<file path="src/rtl/aes_bridge_pkg.sv">
// ---------------------------------------------------------------------------
// aes_bridge_pkg
// Shared types and default sizes for the AES memory bridge.
//   bridge_state_e : LOAD / RUN / DRAIN controller states
//   DEF_DW         : default data width (bits)
//   DEF_DEPTH      : default block size (bytes, power of two)
//   DEF_TIMEOUT    : default watchdog limit (RUN cycles)
// ---------------------------------------------------------------------------
package aes_bridge_pkg;

  localparam int DEF_DW      = 8;
  localparam int DEF_DEPTH   = 16;
  localparam int DEF_TIMEOUT = 4096;

  typedef enum logic [1:0] {
    LOAD  = 2'd0,
    RUN   = 2'd1,
    DRAIN = 2'd2
  } bridge_state_e;

endpackage

</file>
<file path="src/rtl/aes_bridge_regfile.sv">
// ---------------------------------------------------------------------------
// aes_bridge_regfile
// DEPTH x DW flop array holding one block. Not reset: contents are only
// meaningful after a full load.
// Ports:
//   clk          : clock
//   we           : write enable
//   waddr/wdata  : single write port (source muxed by the parent)
//   raddr_core   : combinational read address for the core port
//   rdata_core   : combinational read data for the core port
//   raddr_drain  : combinational read address for the output stream
//   rdata_drain  : combinational read data for the output stream
// ---------------------------------------------------------------------------
module aes_bridge_regfile
  import aes_bridge_pkg::*;
#(
  parameter int DEPTH = DEF_DEPTH,
  parameter int DW    = DEF_DW,
  parameter int AW    = $clog2(DEPTH)
) (
  input  logic          clk,
  input  logic          we,
  input  logic [AW-1:0] waddr,
  input  logic [DW-1:0] wdata,
  input  logic [AW-1:0] raddr_core,
  output logic [DW-1:0] rdata_core,
  input  logic [AW-1:0] raddr_drain,
  output logic [DW-1:0] rdata_drain
);

  logic [DW-1:0] mem [DEPTH];

  always_ff @(posedge clk) begin
    if (we) begin
      mem[waddr] <= wdata;
    end
  end

  assign rdata_core  = mem[raddr_core];
  assign rdata_drain = mem[raddr_drain];

endmodule

</file>
<file path="src/rtl/aes_mem_bridge.sv">
// ---------------------------------------------------------------------------
// aes_mem_bridge
// Loads a block from a byte stream, hands it to the HLS AES core through an
// ap_memory port, then streams the in-place result out. A watchdog ends the
// run if the core never signals completion.
// Ports:
//   ap_clk, ap_rst_n          : clock, async active-low reset
//   s_data/s_valid/s_ready    : input byte stream (ready only in LOAD)
//   m_data/m_valid/m_ready    : output byte stream (valid only in DRAIN)
//   ap_start/ap_done          : core handshake (ap_ctrl_hs)
//   data_address0/ce0/we0/d0  : core memory request
//   data_q0                   : core read data, one-cycle latency
//   timeout                   : sticky watchdog-abort flag
//
// state | meaning
// ------+---------------------------------------------
// LOAD  | accept input bytes into the buffer
// RUN   | core owns the buffer, ap_start high
// DRAIN | stream buffer contents to the output port
// ---------------------------------------------------------------------------
module aes_mem_bridge
  import aes_bridge_pkg::*;
#(
  parameter int DEPTH   = DEF_DEPTH,
  parameter int DW      = DEF_DW,
  parameter int AW      = $clog2(DEPTH),
  parameter int TIMEOUT = DEF_TIMEOUT
) (
  input  logic          ap_clk,
  input  logic          ap_rst_n,
  input  logic [DW-1:0] s_data,
  input  logic          s_valid,
  output logic          s_ready,
  output logic [DW-1:0] m_data,
  output logic          m_valid,
  input  logic          m_ready,
  output logic          ap_start,
  input  logic          ap_done,
  input  logic [AW-1:0] data_address0,
  input  logic          data_ce0,
  input  logic          data_we0,
  input  logic [DW-1:0] data_d0,
  output logic [DW-1:0] data_q0,
  output logic          timeout
);

  localparam int WW = (TIMEOUT > 1) ? $clog2(TIMEOUT) : 1;
  localparam logic [AW-1:0] LAST_ADDR = AW'(DEPTH - 1);
  localparam logic [WW-1:0] WDOG_LAST = WW'(TIMEOUT - 1);

  bridge_state_e state_q, state_d;

  logic [AW-1:0] wp, rp;
  logic [WW-1:0] wdog;

  logic          load_acc;
  logic          drain_acc;
  logic          core_rd;
  logic          wdog_exp;

  logic          rf_we;
  logic [AW-1:0] rf_waddr;
  logic [DW-1:0] rf_wdata;
  logic [DW-1:0] rd_core;
  logic [DW-1:0] rd_drain;

  assign wdog_exp = (wdog == WDOG_LAST);

  // State register
  always_ff @(posedge ap_clk or negedge ap_rst_n) begin
    if (!ap_rst_n) begin
      state_q <= LOAD;
    end else begin
      state_q <= state_d;
    end
  end

  // Next-state logic; ap_done takes priority over watchdog expiry
  always_comb begin
    state_d = state_q;
    case (state_q)
      LOAD: begin
        if (s_valid && (wp == LAST_ADDR)) state_d = RUN;
      end
      RUN: begin
        if (ap_done || wdog_exp) state_d = DRAIN;
      end
      DRAIN: begin
        if (m_ready && (rp == LAST_ADDR)) state_d = LOAD;
      end
      default: state_d = LOAD;
    endcase
  end

  // Output / datapath-control logic
  always_comb begin
    s_ready   = 1'b0;
    m_valid   = 1'b0;
    ap_start  = 1'b0;
    load_acc  = 1'b0;
    drain_acc = 1'b0;
    core_rd   = 1'b0;
    rf_we     = 1'b0;
    rf_waddr  = wp;
    rf_wdata  = s_data;
    case (state_q)
      LOAD: begin
        s_ready  = 1'b1;
        load_acc = s_valid;
        rf_we    = s_valid;
      end
      RUN: begin
        ap_start = 1'b1;
        core_rd  = data_ce0 && !data_we0;
        rf_we    = data_ce0 && data_we0;
        rf_waddr = data_address0;
        rf_wdata = data_d0;
      end
      DRAIN: begin
        m_valid   = 1'b1;
        drain_acc = m_ready;
      end
      default: ;
    endcase
  end

  // Pointers, watchdog, registered core read data, sticky abort flag
  always_ff @(posedge ap_clk or negedge ap_rst_n) begin
    if (!ap_rst_n) begin
      wp      <= '0;
      rp      <= '0;
      wdog    <= '0;
      data_q0 <= '0;
      timeout <= 1'b0;
    end else begin
      // wp/rp wrap to zero after the last byte since DEPTH is a power of two
      if (load_acc)  wp <= wp + AW'(1);
      if (drain_acc) rp <= rp + AW'(1);

      // Held at zero outside RUN, so it is already clear on entry to RUN
      if (state_q == RUN) wdog <= wdog + WW'(1);
      else                wdog <= '0;

      if (core_rd) data_q0 <= rd_core;

      if ((state_q == RUN) && wdog_exp && !ap_done) timeout <= 1'b1;
    end
  end

  assign m_data = rd_drain;

  aes_bridge_regfile #(
    .DEPTH (DEPTH),
    .DW    (DW),
    .AW    (AW)
  ) u_regfile (
    .clk         (ap_clk),
    .we          (rf_we),
    .waddr       (rf_waddr),
    .wdata       (rf_wdata),
    .raddr_core  (data_address0),
    .rdata_core  (rd_core),
    .raddr_drain (rp),
    .rdata_drain (rd_drain)
  );

endmodule

</file>
<file path="config.mk">
export PLATFORM = sky130hd
export DESIGN_NAME = aes_mem_bridge
export DESIGN_NICKNAME = d
export VERILOG_FILES = /design/src/rtl/aes_bridge_pkg.sv /design/src/rtl/aes_bridge_regfile.sv /design/src/rtl/aes_mem_bridge.sv
export SDC_FILE = /design/constraint.sdc
export NUM_CORES = 1
export LEC_CHECK = 0
export ABC_AREA = 1
export BUFFER_PORTS_ARGS = -buffer_cell sky130_fd_sc_hd__buf_4
export CELL_PAD_IN_SITES_DETAIL_PLACEMENT = 1
export CELL_PAD_IN_SITES_GLOBAL_PLACEMENT = 2
export CORE_UTILIZATION = 34
export DETAILED_ROUTE_END_ITERATION = 7
export HOLD_SLACK_MARGIN = 0.1
export PLACE_DENSITY = 0.78
export SLEW_MARGIN = 25
export SYNTH_ARGS = -nofsm -noshare
export SYNTH_HDL_FRONTEND = slang
export SYNTH_HIERARCHICAL = 1
export SYNTH_SLANG_ARGS = --single-unit
export TNS_END_PERCENT = 100
</file>
<file path="constraint.sdc">
create_clock -name ap_clk -period 1.7 [get_ports ap_clk]
set_input_delay 0.085 -clock ap_clk [delete_from_list [all_inputs] [get_ports ap_clk]]
set_output_delay 0.085 -clock ap_clk [all_outputs]
set_load 0.02 [all_outputs]
</file>
==> summary.txt <==
Synthesized instance count: 1,046
Worst path arrival time: 1.84 ns
Final instance area: 11,500 um2
Unrepaired setup endpoints after global routing: yes
Post-DR vias/cell: 5.09
Fraction of layout instances using a drive strength above 1: 0.288
Std-Cell Rows: 57
Cell Area, Synth: 8590 um2
Avg Cell Area, Syn: 8.22 um2
Failing checks: setup timing
Leak: 5.18 nW
Slew headroom: 0.631
Status: complete, but fails checks
Critical path class: reg -> out
Crit Reg-Reg Endpoint: u_regfile/mem[12][3]
Vias in the first global route: 7,865
Area of the multi-input gates: 3780 um2
Worst Clk Skew: 0.00979 ns
Die X: 161 um
Gpl congestion: 0.791
Fin worst setup slack: -0.228 ns
Post-route ant nets: 0
Clk root buf: clkbuf_16
First DRT Iteration DRCs: 506
CTS sink cnt: 159
F_max: 0.519 GHz
Nets: 1,175
Worst R2R Path Depth: 7
Worst vdd ir: 0.000999 V
Register Area: 4620 um2
WL/cell: 21.5 um
Post-synthesis cell type count: 28
Final max-slew violation count: 0
All-Layer GR Usage: 0.245
Final hold vios: 0
Worst EP required: 1.62 ns
Total Power: 19.1 mW
Measured slew at the worst slew-check pin: 0.554 ns
# IOs: 47
Fillcell total: 2,890
Yosys warning count: 6
Final setup violating endpoints: 112
Total core area: 24,500 um2
Post-DP Area: 9770 um2
H-tree depth: 4
CP startpoint: rp[0]
Initial core utilization: 0.350
Sequential fraction of the synthesis area: 0.538
Die footprint: 25,900 um2
Drt pass-1 iters: 5
Power per cell area: 1650 nW/um2
ANT cells: 0
DP HPWL: 20.6 mm
Reg2reg setup slack: -0.08 ns
Grt ovf: 0
Largest net degree at the start of global routing: 35
Critical path startpoint category: flop
R2R Path Start: state_q[1]
CTS tree: done
Via count: 7,541
CTS buffer count: 17
Syn Nets: 1,076
Crit Path Max Fanout: 8
I/O Buffers: 46
Max-capacitance violation count: 0
Min cycle time layout: 1.93 ns
Final Cycle Share: 1.13
Synthesized flop and latch total: 159
Clock Latency Late Sink: 0.42 ns
Layout area overhead: 34.3%
Initial antenna violation count: 0
Clock-pin slew on the worst setup and hold paths: 0.06 ns
Clock Tree Buf Depth: 2
Routed wire length: 31.8 mm
# DRC: 0
Crit path capture type: output pin
Global-route wire length before repair: 46.8 mm
Die height: 161 um
Worst Hold Class: in -> async
## routing by layer
| layer | GRT usage | routed length [um] | up-vias |
|---|---|---|---|
| li1 | - | - | 3543 |
| met1 | 0.322 | 14100 | 3764 |
| met2 | 0.406 | 15500 | 187 |
| met3 | 0.0293 | 1060 | 47 |
| met4 | 0.110 | 1130 | 0 |
| met5 | 0 | 0 | - |
## metrics by stage
stage	setup slack (ns)	cells	hold slack (ns)	TNS (ns)	utilization
6_report	-0.228	1482	0.143	-5.34	0.470
5_1_grt	-0.283	1482	0.177	-11.35	0.470
4_1_cts	-0.243	1475	0.137	-1.87	0.442
3_5_place_dp	-0.0200	1423	0.0534	-0.154	0.398
3_3_place_gp	0.0335	1423	0.0527	0	0.398
2_1_floorplan	-0.141	1046	-0.211	-8.80	-
## registers in the layout, indices dropped and copies added (netlist names)
register,count
u_regfile/mem,128
wdog,12
data_q0,8
rp,4
wp,4
state_q,2
timeout,1
## repair_timing
action / in CTS / in global routing
cloned: 4 / 5
hold buffers: 6 / 0
setup endpoints to repair: 77 / 138
gates resized for setup: 54 / 137
hold endpoints to repair: 47 / 0
pin swaps: 26 / 63
setup buffers: 10 / 5
## logic make-up (layout without fill, tap and decap cells)
family	count (synthesis)	in the layout	share of synthesized area
muxes	1	1	0.00175
AOI/OAI and AO/OA	18	18	0.0144
xor gates and xnor gates	7	7	0.00713
DFF	159	159	0.538
and+or+nand+nor	642	642	0.321
buffers and inverters	216	328	0.114
adders and majority gates	3	3	0.00437
## critical path: stages (launching register included)
cell       delay (ns)
dfrtp_2          0.38
buf_12           0.17
clkinv_16        0.11
buf_12           0.15
nand2_1          0.07
nand3_2          0.07
nand3_2          0.10
nand3_1          0.09
nand2_2          0.14
buf_6            0.13
## how the worst max path moves through the flow
stage | end | slack, ns
final | m_data[5] | -0.23
after global routing | m_data[2] | -0.28
after CTS | m_data[3] | -0.24
after detailed placement | u_regfile/mem[14][3] | -0.02
after global placement | u_regfile/mem[7][1] | 0.03
after floorplan | u_regfile/mem[10][0] | -0.14
## placed cells by master (no fill, tap or decap), types with 2 or more instances in the layout
| cell type | n |
|---|---|
| buf_6 | 19 |
| nand3_2 | 75 |
| clkbuf_16 | 22 |
| o21ai_4 | 2 |
| dfrtp_1 | 29 |
| ha_1 | 3 |
| inv_2 | 5 |
| nand3_1 | 153 |
| nand3b_1 | 2 |
| o21ai_0 | 3 |
| buf_4 | 73 |
| nor2_2 | 6 |
| nor2_4 | 17 |
| nand2_2 | 41 |
| dfrtp_2 | 2 |
| o21ai_2 | 8 |
| nand3_4 | 8 |
| nor2_1 | 25 |
| nand2_1 | 304 |
| nand2_4 | 10 |
| clkinv_4 | 5 |
| clkinv_1 | 4 |
| xnor2_1 | 2 |
| dlygate4sd3_1 | 6 |
| inv_1 | 156 |
| a21oi_1 | 3 |
| clkinvlp_4 | 4 |
| buf_12 | 27 |
| edfxtp_1 | 128 |
| xor2_1 | 5 |
## final cells by class
type                    count  area share
well taps                 324      0.0351
multi-input cells         671       0.328
flip-flops and latches    159       0.400
clock buffers              17      0.0369
clock inverters            15      0.0107
repair buffers            132       0.133
inverters                 164      0.0563
## where the power goes
part	total, mW	internal [mW]	switching (mW)
Sequential	5.36	5.05	0.307
Combinational	10.1	4.02	6.13
Clock	3.57	2.00	1.57
## synthesized netlist by cell type
master,n,area share
o21bai_1,1,0.00087
inv_4,1,0.00073
o21ai_0,4,0.0023
buf_6,15,0.020
clkbuf_1,3,0.0013
nand3b_1,2,0.0017
xnor2_1,2,0.0020
inv_2,6,0.0026
nor2_1,43,0.019
dfrtp_1,31,0.090
a31oi_1,1,0.00073
o21ai_2,8,0.0082
nand3_1,236,0.14
inv_1,157,0.069
nor2_2,5,0.0036
edfxtp_1,128,0.45
mux2_4,1,0.0017
xor2_1,5,0.0051
o21ai_1,1,0.00058
nand3b_4,1,0.0023
nand2_4,1,0.0013
buf_2,28,0.016
buf_4,5,0.0044
nand2_2,3,0.0022
nand2_1,351,0.15
a21oi_1,3,0.0017
buf_1,1,0.00044
ha_1,3,0.0044
Power figures use the tool's default switching activity.
